[src/rtl/mastermind_scorer_pkg.sv]
// rtl/mastermind_scorer_pkg.sv - default sizes and FSM state encoding for the scorer
package mastermind_scorer_pkg;

  localparam int N_PEGS_DEF  = 4;
  localparam int COLOR_W_DEF = 2;
  localparam int CNT_W_DEF   = 3;

  typedef enum logic [1:0] {
    ST_IDLE  = 2'd0,
    ST_EXACT = 2'd1,
    ST_MATCH = 2'd2,
    ST_DONE  = 2'd3
  } state_e;

endpackage

[src/rtl/mastermind_scorer_color_hist.sv]
// rtl/mastermind_scorer_color_hist.sv - per-colour occurrence counters with clear, increment and read
module color_hist #(
  parameter int COLOR_W = 2,
  parameter int CNT_W   = 3
) (
  input  logic               clk_i,
  input  logic               rst_ni,
  input  logic               clr_i,
  input  logic               inc_i,
  input  logic [COLOR_W-1:0] inc_color_i,
  input  logic [COLOR_W-1:0] rd_color_i,
  output logic [CNT_W-1:0]   rd_cnt_o
);

  localparam int N_COLORS = 1 << COLOR_W;

  logic [CNT_W-1:0] cnt_q [N_COLORS];
  logic [CNT_W-1:0] cnt_d [N_COLORS];

  // Clear wins over increment so a fresh score never inherits old counts.
  always_comb begin
    cnt_d = cnt_q;
    if (clr_i) begin
      for (int i = 0; i < N_COLORS; i++) begin
        cnt_d[i] = '0;
      end
    end else if (inc_i) begin
      cnt_d[inc_color_i] = cnt_q[inc_color_i] + CNT_W'(1);
    end
  end

  always_ff @(posedge clk_i or negedge rst_ni) begin
    if (!rst_ni) begin
      for (int i = 0; i < N_COLORS; i++) begin
        cnt_q[i] <= '0;
      end
    end else begin
      cnt_q <= cnt_d;
    end
  end

  assign rd_cnt_o = cnt_q[rd_color_i];

endmodule

[src/rtl/mastermind_scorer.sv]
// rtl/mastermind_scorer.sv - sequential black/white peg scorer with start/done handshake
module mastermind_scorer
  import mastermind_scorer_pkg::*;
#(
  parameter int N_PEGS  = N_PEGS_DEF,
  parameter int COLOR_W = COLOR_W_DEF,
  parameter int CNT_W   = CNT_W_DEF
) (
  input  logic                      CLK,
  input  logic                      reset,
  input  logic                      start,
  input  logic [N_PEGS*COLOR_W-1:0] code,
  input  logic [N_PEGS*COLOR_W-1:0] guess,
  output logic                      busy,
  output logic                      done,
  output logic [CNT_W-1:0]          black,
  output logic [CNT_W-1:0]          white
);

  localparam int IDX_W = (N_PEGS > 1) ? $clog2(N_PEGS) : 1;
  localparam logic [IDX_W-1:0]   LAST_IDX = IDX_W'(N_PEGS - 1);
  localparam logic [COLOR_W-1:0] LAST_COL = {COLOR_W{1'b1}};

  state_e                    state_q, state_d;
  logic [IDX_W-1:0]          idx_q, idx_d;
  logic [COLOR_W-1:0]        col_q, col_d;
  logic [CNT_W-1:0]          acc_b_q, acc_b_d;
  logic [CNT_W-1:0]          acc_w_q, acc_w_d;
  logic [CNT_W-1:0]          black_q, black_d;
  logic [CNT_W-1:0]          white_q, white_d;
  logic [N_PEGS*COLOR_W-1:0] code_q, code_d;
  logic [N_PEGS*COLOR_W-1:0] guess_q, guess_d;

  logic               hist_clr;
  logic               hist_inc;
  logic [COLOR_W-1:0] code_peg;
  logic [COLOR_W-1:0] guess_peg;
  logic [CNT_W-1:0]   hc_cnt;
  logic [CNT_W-1:0]   hg_cnt;
  logic [CNT_W-1:0]   min_cnt;

  assign code_peg  = code_q[idx_q*COLOR_W +: COLOR_W];
  assign guess_peg = guess_q[idx_q*COLOR_W +: COLOR_W];
  assign min_cnt   = (hc_cnt < hg_cnt) ? hc_cnt : hg_cnt;

  // Only unmatched pegs are histogrammed, so white never double-counts blacks.
  color_hist #(.COLOR_W(COLOR_W), .CNT_W(CNT_W)) hist_c (
    .clk_i       (CLK),
    .rst_ni      (reset),
    .clr_i       (hist_clr),
    .inc_i       (hist_inc),
    .inc_color_i (code_peg),
    .rd_color_i  (col_q),
    .rd_cnt_o    (hc_cnt)
  );

  color_hist #(.COLOR_W(COLOR_W), .CNT_W(CNT_W)) hist_g (
    .clk_i       (CLK),
    .rst_ni      (reset),
    .clr_i       (hist_clr),
    .inc_i       (hist_inc),
    .inc_color_i (guess_peg),
    .rd_color_i  (col_q),
    .rd_cnt_o    (hg_cnt)
  );

  always_comb begin
    state_d  = state_q;
    idx_d    = idx_q;
    col_d    = col_q;
    acc_b_d  = acc_b_q;
    acc_w_d  = acc_w_q;
    black_d  = black_q;
    white_d  = white_q;
    code_d   = code_q;
    guess_d  = guess_q;
    hist_clr = 1'b0;
    hist_inc = 1'b0;
    case (state_q)
      ST_IDLE: begin
        if (start) begin
          code_d   = code;
          guess_d  = guess;
          hist_clr = 1'b1;
          acc_b_d  = '0;
          acc_w_d  = '0;
          idx_d    = '0;
          col_d    = '0;
          state_d  = ST_EXACT;
        end
      end
      ST_EXACT: begin
        if (code_peg == guess_peg) begin
          acc_b_d = acc_b_q + CNT_W'(1);
        end else begin
          hist_inc = 1'b1;
        end
        if (idx_q == LAST_IDX) begin
          idx_d   = '0;
          state_d = ST_MATCH;
        end else begin
          idx_d = idx_q + IDX_W'(1);
        end
      end
      ST_MATCH: begin
        acc_w_d = acc_w_q + min_cnt;
        if (col_q == LAST_COL) begin
          black_d = acc_b_q;
          white_d = acc_w_d;
          state_d = ST_DONE;
        end else begin
          col_d = col_q + COLOR_W'(1);
        end
      end
      ST_DONE: begin
        state_d = ST_IDLE;
      end
      default: begin
        state_d = ST_IDLE;
      end
    endcase
  end

  always_ff @(posedge CLK or negedge reset) begin
    if (!reset) begin
      state_q <= ST_IDLE;
      idx_q   <= '0;
      col_q   <= '0;
      acc_b_q <= '0;
      acc_w_q <= '0;
      black_q <= '0;
      white_q <= '0;
      code_q  <= '0;
      guess_q <= '0;
    end else begin
      state_q <= state_d;
      idx_q   <= idx_d;
      col_q   <= col_d;
      acc_b_q <= acc_b_d;
      acc_w_q <= acc_w_d;
      black_q <= black_d;
      white_q <= white_d;
      code_q  <= code_d;
      guess_q <= guess_d;
    end
  end

  assign busy  = (state_q != ST_IDLE);
  assign done  = (state_q == ST_DONE);
  assign black = black_q;
  assign white = white_q;

endmodule

[config.mk]
export PLATFORM = sky130hd
export DESIGN_NAME = mastermind_scorer
export DESIGN_NICKNAME = d
export VERILOG_FILES = /design/src/rtl/mastermind_scorer_pkg.sv /design/src/rtl/mastermind_scorer_color_hist.sv /design/src/rtl/mastermind_scorer.sv
export SDC_FILE = /design/constraint.sdc
export NUM_CORES = 1
export LEC_CHECK = 0
export BUFFER_PORTS_ARGS = -buffer_cell sky130_fd_sc_hd__buf_2
export CAP_MARGIN = 10
export CORE_MARGIN = 8
export CORE_UTILIZATION = 40
export DETAILED_ROUTE_END_ITERATION = 7
export PLACE_DENSITY = 0.61
export SYNTH_ARGS = -nofsm -noshare
export SYNTH_HDL_FRONTEND = slang
export SYNTH_SLANG_ARGS = --single-unit
[constraint.sdc]
create_clock -name CLK -period 4.7 [get_ports CLK]
set_clock_uncertainty 0.2 [all_clocks]
set_input_delay 0.705 -clock CLK [delete_from_list [all_inputs] [get_ports CLK]]
set_output_delay 0.705 -clock CLK [all_outputs]
set_load 0.005 [all_outputs]
==> results of run 1 <==
==> worst max-delay path: cells and delay by family (launching register included) <==
family / cells / cell delay, ns
compound gates: 4 / 0.70
xor+xnor: 1 / 0.29
fa+ha+maj: 3 / 0.87
flops: 1 / 0.65
mux: 2 / 0.96
simple gates: 1 / 0.08
==> final timing paths <==
check                                    to  slack, ns  depth (start not counted)
max in group asynchronous        guess_q[3]       3.33                          2
min in group CLK                 guess_q[7]       0.27                          2
min                        hist_c.cnt_q[11]       0.11                          1
max                              acc_w_q[2]       0.86                         11
min reg2reg                      guess_q[7]       0.27                          2
max reg2reg                      acc_w_q[2]       0.86                         11
==> layout make-up <==
cell class / count / area share [%]
multi-input combinational: 231 / 46.1
sequential: 58 / 39.6
clock buffer: 14 / 5.26
timing repair buffer: 28 / 3.96
tap: 105 / 3.59
clock inverter: 1 / 0.820
inverter: 6 / 0.615
==> metal layers <==
| layer | vias to the layer above | share of wire, % |
|---|---|---|
| met4 | 0 | 2.0 |
| met5 | - | 0 |
| met3 | 11 | 4.6 |
| li1 | 1134 | - |
| met2 | 56 | 47 |
| met1 | 1170 | 47 |
==> flip-flops by register name (all words and copies together), names as in the netlist <==
register,flops
acc_b_q,3
code_q,8
hist_c.cnt_q,12
state_q,2
idx_q,2
guess_q,8
acc_w_q,3
col_q,2
black,3
white,3
hist_g.cnt_q,12
==> power by group <==
group / internal (W) / switching (W)
clock: 0.000315 / 0.000194
combinational: 0.000509 / 0.000639
sequential: 0.000671 / 0.000151
==> logic make-up after synthesis <==
| kind of cell | Yosys count | share of synthesized area (%) |
|---|---|---|
| XOR/XNOR | 8 | 2.16 |
| buffers and inverters | 24 | 3.39 |
| AO/OA/AOI/OAI | 45 | 8.70 |
| multiplexers | 37 | 16.7 |
| adder cells (fa/ha/maj) | 14 | 5.62 |
| flip-flops | 58 | 44.7 |
| AND/OR/NAND/NOR | 127 | 18.8 |
==> layout by cell type (no fill, tap or decap), types with 6 or more instances in the layout <==
cell type	count
clkbuf_8	14
a21oi_1	12
inv_1	6
ha_1	13
nor2_1	23
nand2_1	68
mux2i_1	16
buf_2	26
nor2b_1	6
o21ai_0	17
dfrtp_1	58
mux4_2	13
nand3_1	6
mux2_2	8
==> through the flow <==
stage / total power, W / cells / area [µm²] / utilization (%)
2_1_floorplan: 0.00175 / 313 / 3250 / -
3_3_place_gp: 0.00194 / 428 / 3440 / 42.7
3_5_place_dp: 0.00199 / 428 / 3440 / 42.7
4_1_cts: 0.00251 / 443 / 3660 / 45.5
5_1_grt: 0.00270 / 443 / 3660 / 45.5
6_report: 0.00248 / 443 / 3660 / 45.5
==> impl_metrics.yaml, run 1 <==
synthesis:
  synth_most_common_cell: "nand2_1"
  ys_seq_area_share_pct: 44.7
  yosys_warnings: 0
  synth_ff_type: "dfrtp_1"
  synthTopCellsByCount: "nand2_1, dfrtp_1, nor2_1, o21ai_0, mux2i_1"
  yosys-top-cells-area: "dfrtp_1, mux4_2, nand2_1"
  avgSynthCellArea_um2: 10.4
  synth.largest_area_cell: "dfrtp_1"
  netlist_area_um2: 3250
  synth_nets: 346
  synth_top_area_share_pct: 44.7
  synth_cell_type_count: 43
  async_flop_share_pct: 100
  synth_enable_flop_cells: 0
  syn_inst: 313
  synth_seq_cells: 58
cells_and_area:
  finalNetCount: 367
  diodes: 0
  areaGrowthSynthToFinish_pct: 12.7
  seq_area_um2: 1450
  nFillCells: 795
  drive_above_1_share_pct: 21.6
  multi_input_area_um2: 1690
global_routing:
  gr-usage-met3_pct: 3.63
  grt-busiest-layer: "met2"
  met1_usage_pct: 17.3
  grt_max_degree: 39
  grt-ovfl-total: 0
  grt_usage_pct: 13.7
  first_global_vias: 2384
  grt_pass1_wl_um: 12200
  grt_use_met2_pct: 21.1
  antenna_found_initial: 0
timing:
  setup-violations-final: 0
  holdWs_ns: 0.111
  fin_crit_sh_pct: 81.7
  min_period_ns: 3.84
  timing.fmax_mhz: 260
  setup_slack_ns: 0.859
  rsz0062_at_grt: "no"
  max_slew_margin_pct: 33.0
  slew_viol_final: 0
  worst_pin_slew_ns: 1.00
  setup_tns_ns: 0
  finalHoldViolCount: 0
pwr:
  cellPowerDensity_nw_per_um2: 677
  power.leakage_nw: 1.75
  peakVddDrop_mv: 0.293
worst_hold_path:
  hold_path_class: "in2async"
cts:
  cts_buffers: 9
  clock_path_buffers: 2
  worst_skew_pair.late_latency_ns: 0.34
  cts_max_level: 3
  cts_hold_buf: 0
  cts_resized: 0
  postCtsSetupRepairBufs: 0
  numClockSinks: 58
  cts_tree: "yes"
  root_buffer: "clkbuf_8"
  path_clk_slew_ns: 0.07
floorplanning:
  core-area_um2: 8050
  io_pins: 27
  rows: 33
  initial_utilization_pct: 40.4
  die_x_um: 106
  die_h_um: 106
  die_area_um2: 11300
worst_setup_path:
  cpMaxStageDelayCell: "dfrtp_1"
  worstSetupStartpointType: "flip-flop"
  crit_start: "col_q[0]"
  critical-path-max-stage-delay_ns: 0.65
  cp_cell_sequence: "mux4_2 > ha_1 > a21o_1 > a21oi_1 > mux2_2 > ha_1 > fa_1 > xnor2_1 > nor3_1 > a21o_1 > a22o_1"
  critical_path_class: "reg2reg"
  end_kind: "flip-flop"
  crit_fanout: 11
  arrival_ns: 3.87
  r2r_start: "col_q[0]"
  cp.required_ns: 4.73
detailed_routing:
  ant_nets: 0
  vias: 2371
  drc: 0
  wire_per_inst_um: 15.7
  viasPerCell: 5.35
  wirelength_um: 6930
  dr.pass1.iters: 4
  drt-initial-drc-count: 128
job:
  maxCapViolCount: 0
outcome:
  outcome: "finished, final reports clean"
place:
  io_buffers: 26
  place.gp.congestion: 0.771
  dp_hpwl_um: 4870
  post-place-ws_ns: 0.847
(Power assumes the default switching activity.)
==> run 2, diff against run 1 <==
--- a/config.mk
+++ b/config.mk
@@ -5,6 +5,7 @@
 export SDC_FILE = /design/constraint.sdc
 export NUM_CORES = 1
 export LEC_CHECK = 0
+export ABC_AREA = 1
 export BUFFER_PORTS_ARGS = -buffer_cell sky130_fd_sc_hd__buf_2
 export CAP_MARGIN = 10
 export CORE_MARGIN = 8
==> constraint.sdc (replaced) <==
create_clock -name CLK -period 3.84 [get_ports CLK]
set_clock_uncertainty 0.2 [all_clocks]
set_input_delay 0.576 -clock CLK [delete_from_list [all_inputs] [get_ports CLK]]
set_output_delay 0.576 -clock CLK [all_outputs]
set_load 0.005 [all_outputs]
==> impl_metrics.yaml, run 2 <==
outcome:
  outcome: "finished, final reports clean"
synthesis:
  synth_nets: 488
  synth_most_common_cell: "nand2_1"
  synth_cell_type_count: 37
  netlist_area_um2: 3420
  yosys_warnings: 0
  synth_ff_type: "dfrtp_1"
  synth.largest_area_cell: "dfrtp_1"
  async_flop_share_pct: 100
  yosys-top-cells-area: "dfrtp_1, nand2_1, nand3_1"
  ys_seq_area_share_pct: 42.5
  synth_seq_cells: 58
  avgSynthCellArea_um2: 7.51
  synth_top_area_share_pct: 42.5
  syn_inst: 455
  synthTopCellsByCount: "nand2_1, dfrtp_1, nand3_1, inv_1"
  synth_enable_flop_cells: 0
cells_and_area:
  diodes: 0
  final_common_cell: "nand2_1"
  final_area_um2: 3800
  largestRegisters: "hist_c.cnt_q (12), hist_g.cnt_q (12)"
  areaGrowthSynthToFinish_pct: 11.2
  drive_above_1_share_pct: 14.3
  most-common-layout-cells: "nand2_1, dfrtp_1, nand3_1"
  nFillCells: 845
  finalNetCount: 512
cts:
  root_buffer: "clkbuf_8"
  path_clk_slew_ns: 0.06
  cts_tree: "yes"
  postCtsSetupRepairBufs: 0
  numClockSinks: 58
  cts_resized: 0
  cts_max_level: 3
  clock_path_buffers: 2
  cts_hold_buf: 0
  worst_skew_pair.late_latency_ns: 0.33
  cts_buffers: 9
worst_setup_path:
  critical_path_class: "reg2reg"
  end_kind: "flip-flop"
  arrival_ns: 3.24
  worstSetupStartpointType: "flip-flop"
  r2r_start: "col_q[0]"
  cp.required_ns: 3.84
  cp_common_cell: "nand2_1"
  crit_fanout: 17
  critical-path-max-stage-delay_ns: 0.64
  cp_cell_sequence: "inv_1 > o21ai_0 > o22ai_1 > ha_1 > a21oi_1 > nand2_1 > nand2_1 > nand2_1 > ha_1 > fa_1 > xor2_1 > o21ai_0"
  cpMaxStageDelayCell: "dfrtp_1"
  crit_start: "col_q[0]"
detailed_routing:
  dr.pass1.iters: 4
  wirelength_um: 7720
  ant_nets: 0
  drc: 0
  vias: 2997
  drt-initial-drc-count: 101
  viasPerCell: 5.10
  wire_per_inst_um: 13.1
place:
  dp_hpwl_um: 5730
  place.gp.congestion: 0.824
  io_buffers: 26
  place_area_um2: 3610
  post-place-ws_ns: 0.648
timing:
  setup_slack_ns: 0.603
  rsz0062_at_grt: "no"
  fin_crit_sh_pct: 84.3
  setup-violations-final: 0
  max_slew_margin_pct: 53.5
  slew_viol_final: 0
  min_period_ns: 3.24
  worst_pin_slew_ns: 0.698
  holdWs_ns: 0.0836
  setup_tns_ns: 0
  finalHoldViolCount: 0
  timing.fmax_mhz: 309
global_routing:
  grt_pass1_wl_um: 14000
  grt_usage_pct: 14.6
  antenna_found_initial: 0
  grt_max_degree: 55
  first_global_vias: 2956
  grt-ovfl-total: 0
floorplanning:
  rows: 33
  die_h_um: 108
  initial_utilization_pct: 41.4
  core-area_um2: 8260
  die_x_um: 108
  io_pins: 27
  die_area_um2: 11800
pwr:
  power.leakage_nw: 2.04
  cellPowerDensity_nw_per_um2: 828
  peakVddDrop_mv: 0.416
worst_hold_path:
  hold_path_class: "in2async"
job:
  maxCapViolCount: 0
[run 2: cell types whose count changed in the layout (fill, tap and decap cells not counted), sizes merged, moves of 7 or more]
cell | previous run | this run
mux4 | 13 | 0
mux2i | 16 | 0
inv | 6 | 38
nand3 | 6 | 57
nand4 | 2 | 9
nand2 | 68 | 178
o21ai | 17 | 34
[run 2: worst max-delay path, delay by kind of cell, from the launching register on]
| family | cells | cell delay [ns] |
|---|---|---|
| buffers and inverters | 1 | 0.27 |
| AND/OR/NAND/NOR | 3 | 0.23 |
| XOR/XNOR | 1 | 0.19 |
| adder cells (fa/ha/maj) | 3 | 0.90 |
| AO/OA/AOI/OAI | 4 | 0.67 |
| flip-flops | 1 | 0.64 |
[run 2: cell type report]
| cell class | count | area (µm²) | share of cell area [%] |
|---|---|---|---|
| Multi-Input combinational cell | 343 | 1730 | 45.5 |
| Sequential cell | 58 | 1450 | 38.2 |
| Tap cell | 105 | 131 | 3.46 |
| Timing Repair Buffer | 29 | 153 | 4.02 |
| Clock buffer | 13 | 179 | 4.71 |
| Inverter | 38 | 145 | 3.82 |
| Clock inverter | 2 | 10.0 | 0.263 |
[run 2: cells by family after synthesis]
| group | after synthesis | synth area share (%) |
|---|---|---|
| buf+inv | 54 | 6.92 |
| flops | 58 | 42.5 |
| xor+xnor | 2 | 0.513 |
| fa+ha+maj | 14 | 5.34 |
| simple gates | 276 | 36.2 |
| compound gates | 49 | 7.91 |
| mux | 2 | 0.659 |
[run 2: where the power goes]
part	switching [W]	internal (W)	leakage, nW	total (W)
Clock	0.000237	0.000299	0.101	0.000536
Sequential	0.000193	0.000815	0.771	0.00101
Combinational	0.00109	0.000518	1.17	0.00160
Total	0.00152	0.00163	2.04	0.00315
[run 2: per-stage QoR]
step                      power, W  cells  util [%]
final                      0.00315    588      46.0
after global routing       0.00350    588      46.0
after CTS                  0.00318    588      46.0
after detailed placement   0.00263    573      43.7
after global placement     0.00259    573      43.7
after floorplan            0.00231    455         -
[run 2: per-layer routing]
| metal | global-route usage (%) | wire length [µm] | up-vias |
|---|---|---|---|
| met3 | 3.33 | 307 | 8 |
| met5 | 0 | 0 | - |
| met2 | 23.5 | 3530 | 47 |
| met1 | 19.0 | 3780 | 1410 |
| met4 | 4.69 | 92 | 0 |
| li1 | - | - | 1532 |
[run 2: path summary, 6_finish.rpt]
| kind | to | slack, ns | cells past startpoint |
|---|---|---|---|
| worst max-delay path | white[2] | 0.60 | 12 |
| worst min register to register | white[1] | 0.28 | 2 |
| worst max register to register | white[2] | 0.60 | 12 |
| max in group asynchronous | hist_g.cnt_q[0] | 2.52 | 2 |
| worst min-delay path | black[2] | 0.08 | 1 |
| min in group CLK | guess_q[1] | 0.24 | 3 |
